File: src/rtl/servo_array.sv
// servo_array: memory-mapped multi-channel RC-servo PWM generator with frame-synchronous updates.
// Define SERVO_SLEW_EN to add the per-frame slew limiter and its STEP register.
module servo_array #(
  parameter int         CHANNELS     = 4,
  parameter logic [7:0] BASE_ADDRESS = 8'h00,
  parameter int         PRESCALE     = 102,
  parameter int         PERIOD_TICKS = 3160,
  parameter int         MIN_TICKS    = 92,
  parameter int         CNT_W        = 12
) (
  input  logic                clk,
  input  logic                rst,
  input  logic [7:0]          din,
  input  logic [7:0]          address,
  input  logic                w_en,
  input  logic                r_en,
  output logic [7:0]          dout,
  output logic [CHANNELS-1:0] servo_pins,
  output logic                frame_irq
);

  localparam int         PS_W       = (PRESCALE > 1) ? $clog2(PRESCALE) : 1;
  localparam int         CMP_W      = 9 + CNT_W;
  localparam logic [7:0] ENABLE_OFF = 8'(CHANNELS);
  localparam logic [7:0] STATUS_OFF = 8'(CHANNELS + 1);
`ifdef SERVO_SLEW_EN
  localparam logic [7:0] STEP_OFF   = 8'(CHANNELS + 2);
`endif

  logic [7:0]          target [CHANNELS];
  logic [7:0]          active [CHANNELS];
  logic [CHANNELS-1:0] enable_reg;
  logic [CHANNELS-1:0] ena_sh;
  logic [PS_W-1:0]     prescaler;
  logic [CNT_W-1:0]    counter;
  logic                frame_flag;
  logic [7:0]          offset;
  logic [7:0]          rd_data;
  logic                tick;
  logic                wrap;
  logic                busy;
  logic                status_rd;
`ifdef SERVO_SLEW_EN
  logic [7:0]          step_val;

  // Move cur toward tgt by at most stp without overshoot; stp of zero jumps straight to tgt.
  function automatic logic [7:0] slew(input logic [7:0] cur, input logic [7:0] tgt,
                                      input logic [7:0] stp);
    logic [8:0] diff;
    logic [8:0] amt;
    if (stp == 8'd0 || cur == tgt) return tgt;
    if (tgt > cur) begin
      diff = {1'b0, tgt} - {1'b0, cur};
      amt  = (diff < {1'b0, stp}) ? diff : {1'b0, stp};
      return 8'({1'b0, cur} + amt);
    end
    diff = {1'b0, cur} - {1'b0, tgt};
    amt  = (diff < {1'b0, stp}) ? diff : {1'b0, stp};
    return 8'({1'b0, cur} - amt);
  endfunction
`endif

  assign offset    = address - BASE_ADDRESS;
  assign tick      = (prescaler == PS_W'(PRESCALE - 1));
  assign wrap      = tick && (counter == CNT_W'(PERIOD_TICKS - 1));
  assign status_rd = r_en && (offset == STATUS_OFF);
  assign frame_irq = frame_flag;

  always_comb begin
    busy = 1'b0;
    for (int i = 0; i < CHANNELS; i++)
      if (active[i] != target[i]) busy = 1'b1;
  end

  // Unmapped offsets fall through to zero.
  always_comb begin
    rd_data = 8'h00;
    for (int i = 0; i < CHANNELS; i++)
      if (offset == 8'(i)) rd_data = target[i];
    if (offset == ENABLE_OFF) rd_data = 8'(enable_reg);
    if (offset == STATUS_OFF) rd_data = {6'b0, busy, frame_flag};
`ifdef SERVO_SLEW_EN
    if (offset == STEP_OFF) rd_data = step_val;
`endif
  end

  always_ff @(posedge clk or posedge rst) begin
    if (rst) dout <= 8'h00;
    else     dout <= r_en ? rd_data : 8'h00;
  end

  always_ff @(posedge clk or posedge rst) begin
    if (rst) begin
      prescaler <= '0;
      counter   <= '0;
    end else if (tick) begin
      prescaler <= '0;
      counter   <= wrap ? '0 : counter + 1'b1;
    end else begin
      prescaler <= prescaler + 1'b1;
    end
  end

  always_ff @(posedge clk or posedge rst) begin
    if (rst) begin
      for (int i = 0; i < CHANNELS; i++) target[i] <= 8'h00;
      enable_reg <= '0;
`ifdef SERVO_SLEW_EN
      step_val   <= 8'h00;
`endif
    end else if (w_en) begin
      for (int i = 0; i < CHANNELS; i++)
        if (offset == 8'(i)) target[i] <= din;
      if (offset == ENABLE_OFF) enable_reg <= din[CHANNELS-1:0];
`ifdef SERVO_SLEW_EN
      if (offset == STEP_OFF) step_val <= din;
`endif
    end
  end

  // Shadow enable and active positions only change at the frame boundary.
  always_ff @(posedge clk or posedge rst) begin
    if (rst) begin
      ena_sh <= '0;
      for (int i = 0; i < CHANNELS; i++) active[i] <= 8'h00;
    end else if (wrap) begin
      ena_sh <= enable_reg;
      for (int i = 0; i < CHANNELS; i++) begin
`ifdef SERVO_SLEW_EN
        active[i] <= slew(active[i], target[i], step_val);
`else
        active[i] <= target[i];
`endif
      end
    end
  end

  always_ff @(posedge clk or posedge rst) begin
    if (rst)            frame_flag <= 1'b0;
    else if (wrap)      frame_flag <= 1'b1;
    else if (status_rd) frame_flag <= 1'b0;
  end

  always_ff @(posedge clk or posedge rst) begin
    if (rst) begin
      servo_pins <= '0;
    end else begin
      for (int i = 0; i < CHANNELS; i++)
        servo_pins[i] <= ena_sh[i] &&
                         ({9'b0, counter} < (CMP_W'(MIN_TICKS) + CMP_W'(active[i])));
    end
  end

endmodule

File: config.mk
export PLATFORM = sky130hd
export DESIGN_NAME = servo_array
export DESIGN_NICKNAME = d
export VERILOG_FILES = /design/src/rtl/servo_array.sv
export SDC_FILE = /design/constraint.sdc
export NUM_CORES = 1
export LEC_CHECK = 0
export ABC_AREA = 1
export CAP_MARGIN = 20
export CORE_ASPECT_RATIO = 1.4
export CORE_UTILIZATION = 25
export CTS_CLUSTER_SIZE = 40
export DETAILED_ROUTE_END_ITERATION = 10
export MAX_ROUTING_LAYER = met4
export PLACE_DENSITY = 0.41
export SLEW_MARGIN = 20
export SYNTH_ARGS = -nofsm -noshare
export SYNTH_HDL_FRONTEND = slang
export SYNTH_SLANG_ARGS = --single-unit
File: constraint.sdc
create_clock -name clk -period 9.4 [get_ports clk]
set_clock_uncertainty 0.2 [all_clocks]
set_input_delay 2.35 -clock clk [delete_from_list [all_inputs] [get_ports clk]]
set_output_delay 2.35 -clock clk [all_outputs]
set_load 0.005 [all_outputs]
==> summary.md <==
| Metric | Value |
|---|---|
| Cts hold-fix bufs | 0 |
| CTS Sinks | around 100 |
| Initial core utilization | 0.2555 |
| Pins over their slew limit | 0 |
| Clock Tree Buf Depth | 2 |
| Worst Hold End | prescaler[0]$_DFF_PP0_ |
| I/O pins | 33 |
| Die H | 184.9 µm |
| Port-buffer cells | 32 |
| Main flop type after synthesis | dfrtp_1 |
| Layout cell share with drive strength beyond 1 | 0.04108 |
| Commonest non-fill, non-tap cell in the layout | nand2_1 |
| Final wirelength | about 18 mm |
| Worst-Skew Late Latency | ~0.35 ns |
| Post-CTS Resized | 0 |
| Power, Total | 883.0 µW |
| CTS tree | done |
| Clock transition at path regs | roughly 0.07 ns |
| Final nets | between 800 and 900 |
| Unique masters post-synth | 30 |
| Critical Path Start Type | input pin |
| Full die area | about 25000 µm² |
| Dpl hpwl | 13.91 mm |
| FMAX | 251.4 MHz |
| Syn Nets | about 800 |
| RSZ-0062 raised after global routing | false |
| Area Overhead vs Synth | 15.00% |
| GRT overflow | 0 |
| Largest registers | active (32), target (32), counter (12) |
| Rel. slew slack | 0.5151 |
| N_diodes | 0 |
| Root Buffer | clkbuf_16 |
| Max H-tree Level | 3 |
| CP dominant cell by count | nand2_1 |
| Worst-path cell chain | clkdlybuf4s50_1 > nand2_1 > nor2_1 > nand2_1 > inv_2 > nand2_1 > nand2_1 > o21ai_0 |
| Vias in the first global route | just under 5000 |
| Max Cap Viol | 0 |
| Final Hold Vio Count | 0 |
| FILL cells | 2529 |
| Post-Synthesis Cells | between 700 and 800 |
| Max incr delay on CP | between 0.5 and 0.6 ns |
| Final Setup Violations | 0 |
| R2R Path Start | active[10]$_DFFE_PP0P_ |
| # DRC | 0 |
| Tcrit/Tclk final | 0.4232 |
| Vias | about 4800 |
| Tmin final | about 4.0 ns |
| TritonRoute pass-1 iters | 5 |
| R2R setup slack | 6.96 ns |
| Die Wd | roughly 130 µm |
| Core area | 23370 µm² |
| CP Class | input pin to flop |
| Final ANT Viol Nets | 0 |
| Worst Path Arrival | about 4 ns |
| CP max-delay cell | clkdlybuf4s50_1 |
| GP Congestion | slightly below 0.9 |
| Setup TNS | 0 ns |
| Commonest cells after routing, fill and taps aside | nand2_1, dfrtp_1, o21ai_0, inv_1, nor2_1 |
| Initial antenna violation count | 0 |
| Mean Syn Cell Area | 8.016 µm² |
| Register area share after synthesis | 0.4358 |
| Synth Warn # | 0 |
| RR Endpoint | servo_pins[2]$_DFF_PP0_ |
| Hold path startpoint | prescaler[0]$_DFF_PP0_ |
| Slew @ Worst Pin | between 0.7 and 0.8 ns |
| Post-synthesis async set-or-reset flop share | 1.000 |
| First-pass GRT wire length | 28.37 mm |
| Hold Path Class | flop to flop |
| Pwr per Cell Area | 128.6 nW/µm² |
| Largest net degree at the start of global routing | 60 |
| Crit path capture type | flop |
| Number of flops mapped to enable cells by yosys | 0 |
| Inserted Clock Buffers | 9 |
| Initial DRC count | between 150 and 200 |
| Worst vdd rail ir drop | around 0.000097 V |
| Mapped cell area | 5972 µm² |
| Post-CTS Setup Inserts | 0 |
| Total GRT Usage | 0.1612 |
| Req. time, crit path | 9.42 ns |
| Crit-path max FO | 16 |
| Yosys reg bits | ~100 |
| Worst Reg2Reg Path Length in Cells | 10 |
| Hold path depth | 1 |
| Row count | 66 |
| Post-DR wirelength/cell | between 15 and 20 µm |
| Status | finished clean |
| Via density | 4.429 |
| Leakage | between 0.003 and 0.004 µW |
power breakdown:
group | switching, µW | internal, µW | leakage, µW
logic | 32.9 | 20.2 | 0.00156
clock network | 174 | 187 | 0.000132
registers | 14.1 | 455 | 0.00143
Yosys cell counts, types with 3 or more instances:
cell type,instances,area share
xnor2_1,28,0.041
nand4_1,6,0.0063
buf_6,4,0.0075
o21a_1,5,0.0063
o21ai_1,3,0.0025
xor2_1,20,0.029
dfrtp_1,104,0.44
buf_2,9,0.0075
nand2_1,212,0.13
o21ai_0,94,0.079
nand3_1,24,0.020
nor2_1,48,0.030
a21oi_1,27,0.023
nand3_2,3,0.0050
ha_1,39,0.082
nor3_1,14,0.012
a211oi_1,4,0.0050
inv_2,7,0.0044
inv_1,79,0.050
kinds of logic (layout without fill, tap and decap cells):
family / Yosys count / after routing / share of synthesized area
AO/OA/AOI/OAI: 139 / 139 / 0.1230
XOR/XNOR: 48 / 48 / 0.07040
adder cells (fa/ha/maj): 39 / 39 / 0.08171
buffers and inverters: 103 / 137 / 0.07249
flip-flops: 104 / 104 / 0.4358
AND/OR/NAND/NOR: 312 / 312 / 0.2166
metrics by stage:
step | util | cell area (µm²) | hold WS, ns | setup slack (ns) | cells
CTS | 0.2939 | 6868 | 0.3186 | 5.418 | 1085
detailed placement | 0.2822 | 6595 | 0.3091 | 5.031 | 1070
global placement | 0.2822 | 6595 | 0.2990 | 5.008 | 1070
finish | 0.2939 | 6868 | 0.3029 | 5.422 | 1085
global route | 0.2939 | 6868 | 0.3401 | 5.218 | 1085
floorplan | - | 5972 | 0.2607 | 4.118 | 745
critical path: cells and delay by family:
kind	cells	cell delay (ns)
and+or+nand+nor	5	0.87
AOI/OAI and AO/OA	1	0.09
buffers and inverters	2	0.68
worst max-delay path by stage:
stage,from,endpoint,slack [ns]
2_1_floorplan,rst,active[0]$_DFFE_PP0P_,4.12
3_3_place_gp,address[1],target[25]$_DFFE_PP0P_,5.01
3_5_place_dp,rst,servo_pins[3]$_DFF_PP0_,5.03
4_1_cts,rst,prescaler[6]$_DFF_PP0_,5.42
5_1_grt,address[7],target[5]$_DFFE_PP0P_,5.22
6_report,address[0],target[19]$_DFFE_PP0P_,5.42
routing by layer:
| layer | routed length, µm | part of all wire | GRT usage | vias up |
|---|---|---|---|---|
| met5 | 0 | 0 | - | - |
| met4 | 517 | 0.029 | 0.06115 | 0 |
| met3 | 289 | 0.016 | 0.01861 | 17 |
| met2 | 9545 | 0.53 | 0.2954 | 59 |
| met1 | 7687 | 0.43 | 0.1786 | 2263 |
| li1 | - | - | - | 2466 |
area by class of cell:
class	instances	area, µm²	area share
clock buffers	11	242.7	0.03534
multi-input cells	538	2937	0.4276
flip-flops and latches	104	2603	0.3789
inverters	88	337.8	0.04919
well taps	306	382.9	0.05575
clock inverters	4	30.03	0.004372
repair buffers	34	335.3	0.04882
(Power assumes the default switching activity.)
